`src/rtl/bp_be_thread_status_mt.sv`:
```
// -----------------------------------------------------------------------------
// bp_be_thread_status_mt
//
// Purpose:
//   Tracks the run state of every hardware thread context and presents it to
//   the MT scheduler. Each thread is OFF, RUN or BLOCK.
//     - A CSR write enables or disables a thread.
//     - A retired mwait blocks a running thread on a monitored cache line,
//       with an optional timeout.
//     - A blocked thread wakes on any of these events:
//         * an explicit wake (IPI), which has the highest priority;
//         * a store or invalidate snoop that hits its line;
//         * expiry of its timer.
//       A wake raises a one-cycle pulse and records its cause.
//
// Ports:
//   clk_i, reset_i     clock and synchronous active-high reset
//   csr_en_*           CSR enable/disable write (strobe, tid, value)
//   mwait_*            mwait retirement (strobe, tid, address, timeout)
//   snoop_v_i/addr_i   observed store/invalidate
//   wake_v_i/tid_i     explicit wake
//   thread_enabled_o   per thread: state != OFF (registered)
//   thread_blocked_o   per thread: state == BLOCK (registered)
//   wake_pulse_o       per thread: one-cycle pulse on a wake
//   wake_cause_o       per thread [2t+:2]: 0 snoop, 1 timeout, 2 explicit.
//                      Only meaningful in the cycle the pulse is high.
//   dbg_state_o        per thread [2t+:2]: raw FSM state, for checkers
//
// Valid/ready note:
//   All inputs are single-cycle strobes with no back-pressure. A strobe is
//   consumed in the cycle it is high. Its effect appears on the outputs in
//   the following cycle.
// -----------------------------------------------------------------------------
module bp_be_thread_status_mt #(
  parameter int num_threads_p   = 4,
  parameter int tid_width_p     = 2,
  parameter int paddr_width_p   = 40,
  parameter int line_offset_p   = 6,
  parameter int timeout_width_p = 16
) (
  input  logic                         clk_i,
  input  logic                         reset_i,
  input  logic                         csr_en_v_i,
  input  logic [tid_width_p-1:0]       csr_en_tid_i,
  input  logic                         csr_en_val_i,
  input  logic                         mwait_v_i,
  input  logic [tid_width_p-1:0]       mwait_tid_i,
  input  logic [paddr_width_p-1:0]     mwait_addr_i,
  input  logic [timeout_width_p-1:0]   mwait_timeout_i,
  input  logic                         snoop_v_i,
  input  logic [paddr_width_p-1:0]     snoop_addr_i,
  input  logic                         wake_v_i,
  input  logic [tid_width_p-1:0]       wake_tid_i,
  output logic [num_threads_p-1:0]     thread_enabled_o,
  output logic [num_threads_p-1:0]     thread_blocked_o,
  output logic [num_threads_p-1:0]     wake_pulse_o,
  output logic [2*num_threads_p-1:0]   wake_cause_o,
  output logic [2*num_threads_p-1:0]   dbg_state_o
);

  localparam int line_width_lp = paddr_width_p - line_offset_p;

  typedef enum logic [1:0] {
    ST_OFF   = 2'd0,
    ST_RUN   = 2'd1,
    ST_BLOCK = 2'd2
  } state_e;

  localparam logic [1:0] CAUSE_SNOOP   = 2'd0;
  localparam logic [1:0] CAUSE_TIMEOUT = 2'd1;
  localparam logic [1:0] CAUSE_WAKE    = 2'd2;

  // Per-thread state
  state_e                      r_state   [num_threads_p];
  state_e                      w_state_n [num_threads_p];
  logic [line_width_lp-1:0]    r_line    [num_threads_p];
  logic [line_width_lp-1:0]    w_line_n  [num_threads_p];
  logic [timeout_width_p-1:0]  r_tmr     [num_threads_p];
  logic [timeout_width_p-1:0]  w_tmr_n   [num_threads_p];
  logic [1:0]                  r_cause   [num_threads_p];
  logic [1:0]                  w_cause_n [num_threads_p];
  logic [num_threads_p-1:0]    r_tmr_en;
  logic [num_threads_p-1:0]    w_tmr_en_n;

  // Registered outputs
  logic [num_threads_p-1:0]    r_enabled;
  logic [num_threads_p-1:0]    r_blocked;
  logic [num_threads_p-1:0]    r_pulse;
  logic [num_threads_p-1:0]    w_pulse_n;

  // Per-thread decoded events
  logic [num_threads_p-1:0]    w_csr_hit;
  logic [num_threads_p-1:0]    w_mwait_hit;
  logic [num_threads_p-1:0]    w_wake_hit;
  logic [num_threads_p-1:0]    w_snoop_mon_hit;

  logic [line_width_lp-1:0]    w_snoop_line;
  logic [line_width_lp-1:0]    w_mwait_line;
  logic                        w_snoop_mwait_hit;
  logic                        w_unused_addr_bits;

  assign w_snoop_line       = snoop_addr_i[paddr_width_p-1:line_offset_p];
  assign w_mwait_line       = mwait_addr_i[paddr_width_p-1:line_offset_p];
  assign w_snoop_mwait_hit  = snoop_v_i && (w_snoop_line == w_mwait_line);
  // The byte offset within a line never matters for monitoring.
  assign w_unused_addr_bits = ^{snoop_addr_i[line_offset_p-1:0], mwait_addr_i[line_offset_p-1:0]};

  always_comb begin
    w_csr_hit       = '0;
    w_mwait_hit     = '0;
    w_wake_hit      = '0;
    w_snoop_mon_hit = '0;
    for (int t = 0; t < num_threads_p; t++) begin
      w_csr_hit[t]       = csr_en_v_i && (csr_en_tid_i == tid_width_p'(t));
      w_mwait_hit[t]     = mwait_v_i  && (mwait_tid_i  == tid_width_p'(t));
      w_wake_hit[t]      = wake_v_i   && (wake_tid_i   == tid_width_p'(t));
      w_snoop_mon_hit[t] = snoop_v_i  && (w_snoop_line == r_line[t]);
    end
  end

  // Next-state logic. The priority is: CSR disable, then CSR enable of an
  // OFF thread, then a BLOCK wake, then mwait on a RUN thread. An enable
  // aimed at a RUN or BLOCK thread is a no-op, so it does not mask the
  // lower-priority events.
  always_comb begin
    for (int t = 0; t < num_threads_p; t++) begin
      w_state_n[t]  = r_state[t];
      w_line_n[t]   = r_line[t];
      w_tmr_n[t]    = r_tmr[t];
      w_tmr_en_n[t] = r_tmr_en[t];
      w_cause_n[t]  = r_cause[t];
      w_pulse_n[t]  = 1'b0;

      if (w_csr_hit[t] && !csr_en_val_i) begin
        w_state_n[t]  = ST_OFF;
        w_tmr_n[t]    = '0;
        w_tmr_en_n[t] = 1'b0;
      end else if (w_csr_hit[t] && csr_en_val_i && (r_state[t] == ST_OFF)) begin
        w_state_n[t] = ST_RUN;
      end else begin
        unique case (r_state[t])
          ST_BLOCK: begin
            if (w_wake_hit[t]) begin
              w_pulse_n[t] = 1'b1;
              w_cause_n[t] = CAUSE_WAKE;
            end else if (w_snoop_mon_hit[t]) begin
              w_pulse_n[t] = 1'b1;
              w_cause_n[t] = CAUSE_SNOOP;
            end else if (r_tmr_en[t] && (r_tmr[t] == timeout_width_p'(1))) begin
              w_pulse_n[t] = 1'b1;
              w_cause_n[t] = CAUSE_TIMEOUT;
            end else if (r_tmr_en[t]) begin
              w_tmr_n[t] = r_tmr[t] - timeout_width_p'(1);
            end
            if (w_pulse_n[t]) begin
              w_state_n[t]  = ST_RUN;
              w_tmr_n[t]    = '0;
              w_tmr_en_n[t] = 1'b0;
            end
          end
          ST_RUN: begin
            if (w_mwait_hit[t]) begin
              w_line_n[t] = w_mwait_line;
              // Lost-wakeup guard: a wake that arrives together with the
              // mwait is honoured immediately, and the thread never blocks.
              if (w_wake_hit[t]) begin
                w_pulse_n[t] = 1'b1;
                w_cause_n[t] = CAUSE_WAKE;
              end else if (w_snoop_mwait_hit) begin
                w_pulse_n[t] = 1'b1;
                w_cause_n[t] = CAUSE_SNOOP;
              end else begin
                w_state_n[t]  = ST_BLOCK;
                w_tmr_n[t]    = mwait_timeout_i;
                w_tmr_en_n[t] = (mwait_timeout_i != '0);
              end
            end
          end
          ST_OFF: begin
            w_state_n[t] = ST_OFF;
          end
          default: begin
            w_state_n[t] = ST_OFF;
          end
        endcase
      end
    end
  end

  always_ff @(posedge clk_i) begin
    if (reset_i) begin
      for (int t = 0; t < num_threads_p; t++) begin
        r_state[t] <= (t == 0) ? ST_RUN : ST_OFF;
        r_line[t]  <= '0;
        r_tmr[t]   <= '0;
        r_cause[t] <= '0;
      end
      r_tmr_en  <= '0;
      r_enabled <= num_threads_p'(1);
      r_blocked <= '0;
      r_pulse   <= '0;
    end else begin
      for (int t = 0; t < num_threads_p; t++) begin
        r_state[t]   <= w_state_n[t];
        r_line[t]    <= w_line_n[t];
        r_tmr[t]     <= w_tmr_n[t];
        r_cause[t]   <= w_cause_n[t];
        r_enabled[t] <= (w_state_n[t] != ST_OFF);
        r_blocked[t] <= (w_state_n[t] == ST_BLOCK);
      end
      r_tmr_en <= w_tmr_en_n;
      r_pulse  <= w_pulse_n;
    end
  end

  assign thread_enabled_o = r_enabled;
  assign thread_blocked_o = r_blocked;
  assign wake_pulse_o     = r_pulse;

  always_comb begin
    wake_cause_o = '0;
    dbg_state_o  = '0;
    for (int t = 0; t < num_threads_p; t++) begin
      wake_cause_o[2*t +: 2] = r_cause[t];
      dbg_state_o[2*t +: 2]  = r_state[t];
    end
  end

endmodule

```
`config.mk`:
```
export PLATFORM = sky130hd
export DESIGN_NAME = bp_be_thread_status_mt
export DESIGN_NICKNAME = d
export VERILOG_FILES = /design/src/rtl/bp_be_thread_status_mt.sv
export SDC_FILE = /design/constraint.sdc
export NUM_CORES = 1
export LEC_CHECK = 0
export CAP_MARGIN = 20
export CORE_ASPECT_RATIO = 1.2
export CORE_UTILIZATION = 35
export DETAILED_ROUTE_END_ITERATION = 6
export PLACE_DENSITY = 0.5
export RECOVER_POWER = 25
export SKIP_LAST_GASP = 1
export SLEW_MARGIN = 20
export SYNTH_ARGS = -nofsm -noshare
export SYNTH_HDL_FRONTEND = slang
export SYNTH_SLANG_ARGS = --single-unit
```
`constraint.sdc`:
```
create_clock -name clk_i -period 5.1 [get_ports clk_i]
set_input_delay 1.275 -clock clk_i [delete_from_list [all_inputs] [get_ports clk_i]]
set_output_delay 1.275 -clock clk_i [all_outputs]
set_load 0.05 [all_outputs]
```
==> results.sh <==
export IMPL_yosys_top_cells_area="dfxtp_1, nand2_1, xnor2_1, a21oi_1, nand4_1"
export IMPL_syn_inst=1754
export IMPL_ys_seq_area_frac=0.343
export IMPL_num_vias=13157
export IMPL_synth_edf_count=0
export IMPL_status="finished, violations left"
export IMPL_port_buffers=124
export IMPL_cts_buffers=28
export IMPL_synth_top_cell_area_share=0.343
export IMPL_cts_buffer_depth=3
export IMPL_cp_required_ns=5.58
export IMPL_min_period_ns=4.30
export IMPL_wl_mm=50.2
export IMPL_critPathMaxFanout=34
export IMPL_ys_types=77
export IMPL_slew_violations=70
export IMPL_routedWlPerCell_um=21.7
export IMPL_rsz0062_at_grt="no"
export IMPL_drcViolationCount=0
export IMPL_worst_setup_path_type="in -> reg"
export IMPL_clkSinkCount=232
export IMPL_tritoncts="built"
export IMPL_finalPower_w=0.00467
export IMPL_die_width_um=182
export IMPL_viasPerCell=5.68
export IMPL_dieArea_um2=39500
export IMPL_rows=78
export IMPL_drive_above_1_share=0.0675
export IMPL_avgSynthCellArea_um2=7.72
export IMPL_grt_pass1_vias=12383
export IMPL_hold_viol=0
export IMPL_ios=137
export IMPL_syn_cell_area_um2=13500
export IMPL_die_height_um=218
export IMPL_drtIter0Drc=956
export IMPL_antenna_left=0
export IMPL_start_util=0.357
export IMPL_drv_cap=2
export IMPL_setup_viol=0
export IMPL_nets=1947
export IMPL_grt_pass1_wl_mm=76.7
export IMPL_max_freq_mhz=233
export IMPL_fin_skew_ns=0.0161
export IMPL_grt_max_degree=97
export IMPL_relSlewSlack=-0.723
export IMPL_post_route_period_util=0.843
export IMPL_syn_num_nets=1883
export IMPL_hold_path_class="reg -> reg"
export IMPL_ir_worst_vdd_v=0.000242
export IMPL_synth_ff_type="dfxtp_1"
export IMPL_postCtsSetupBuffers=0
export IMPL_firstDrtPassIters=5
export IMPL_violations="capacitance limit, slew limit"
export IMPL_yosys_warnings=0
export IMPL_post_cts_resize_count=0
export IMPL_cp_arrival_ns=4.78
export IMPL_worst_slew_pin_slew_ns=2.58
export IMPL_start_kind="input pin"
export IMPL_area_growth_pct=18.4
export IMPL_clkTransAtPathRegs_ns=0.06
export IMPL_coreArea_um2=38000
export IMPL_power_density_nw_per_um2=291
export IMPL_cts_htree_levels=1
export IMPL_dp_hpwl_mm=35.6
export IMPL_cts_hold_buffers=0
export IMPL_end_kind="flip-flop"
export IMPL_cts_root_buf="clkbuf_16"
export IMPL_setup_tns_ns=0
export IMPL_clk_latency_ns=0.56
export IMPL_holdWs_ns=0.462
export IMPL_total_leakage_power_nw=5.66
export IMPL_grt_overflow=0
export IMPL_ys_ff_latch=232
export IMPL_gp_congestion=0.867
export IMPL_antenna_found_initial=0
export IMPL_ys_top_cells_by_count="nand2_1, dfxtp_1, a21oi_1, xnor2_1, clkbuf_1"
export IMPL_track_usage=0.251
export IMPL_async_flop_share=0
export IMPL_yosysMostFrequentCell="nand2_1"
export IMPL_yosys_area_top_type="dfxtp_1"
report_power, final:
part           leakage, nW  internal, W  switching [W]
combinational         3.33     0.000307       0.000464
sequential            1.87      0.00185      0.0000385
clock                0.452      0.00118       0.000825
total                 5.66      0.00334        0.00133
worst max-delay path: stages:
cell           delay [ns]
dlygate4sd3_1        0.61
nand3b_1             0.22
a21oi_1              0.34
or2_0                1.90
nand2_1              0.17
a21oi_1              0.24
state kept, by name, indices dropped and copies added, names as in the netlist:
| signal | count |
|---|---|
| r_tmr | 64 |
| r_state | 8 |
| thread_blocked_o | 4 |
| r_tmr_en | 4 |
| wake_pulse_o | 4 |
| r_line | 136 |
| thread_enabled_o | 4 |
| r_cause | 8 |
per-stage QoR:
stage          setup WS, ns   util  instance area (um2)  std cells
2_1_floorplan          1.60      -                13500       1754
3_3_place_gp          0.465  0.399                15100       2268
3_5_place_dp          0.485  0.399                15100       2268
4_1_cts                1.07  0.423                16000       2317
5_1_grt               0.528  0.423                16000       2317
6_report              0.801  0.423                16000       2318
path summary, 6_finish.rpt:
kind                        start           end  slack [ns]  cells past startpoint
setup reg to reg    r_state[1][1]  r_line[1][1]        1.61                      7
setup / recovery  csr_en_tid_i[0]  r_line[1][1]        0.80                      6
hold reg to reg      r_tmr[1][12]  r_tmr[1][12]        0.46                      2
hold / removal       r_tmr[1][12]  r_tmr[1][12]        0.46                      2
routing by layer:
metal	up-vias	global-route usage	share of wire
met5	-	0	0
met4	0	0.113	0.042
met3	89	0.0314	0.051
met2	432	0.441	0.49
met1	6282	0.306	0.42
li1	6354	-	-
cell usage in the layout, fill, tap and decap left out, types with 13 or more instances in the layout:
cell,instances
nand2_1,374
dfxtp_1,232
a21oi_1,167
xnor2_1,131
clkdlybuf4s50_1,97
nand4_1,66
nor2_1,56
nor3_1,52
buf_4,50
xor2_1,47
inv_1,38
nor4_1,33
nand3_1,29
clkbuf_16,29
o21ai_0,27
a211oi_1,26
dlygate4sd3_1,26
or4_1,23
ha_1,20
a32o_1,15
or3_1,14
a22oi_1,14
o41ai_1,14
o31ai_1,13
a32oi_1,13
cell families (layout without fill, tap and decap cells):
family                   count (synthesis)  count (layout)  share of synthesized area
multiplexers                             3               3                    0.00222
XOR/XNOR                               178             178                      0.115
flip-flops                             232             232                      0.343
adder cells (fa/ha/maj)                 20              20                     0.0185
AO/OA/AOI/OAI                          403             403                      0.198
AND/OR/NAND/NOR                        740             740                      0.265
other                                    0               1                          0
buffers and inverters                  178             261                     0.0581
layout make-up:
type,instances,area (um2)
inverter,38,143
fill,3863,21900
multi-input combinational,1344,8140
antenna,1,2.50
clock buffer,42,845
clock inverter,7,60.1
timing repair buffer,174,1610
tap,480,601
sequential,232,4640
(Power assumes the default switching activity.)
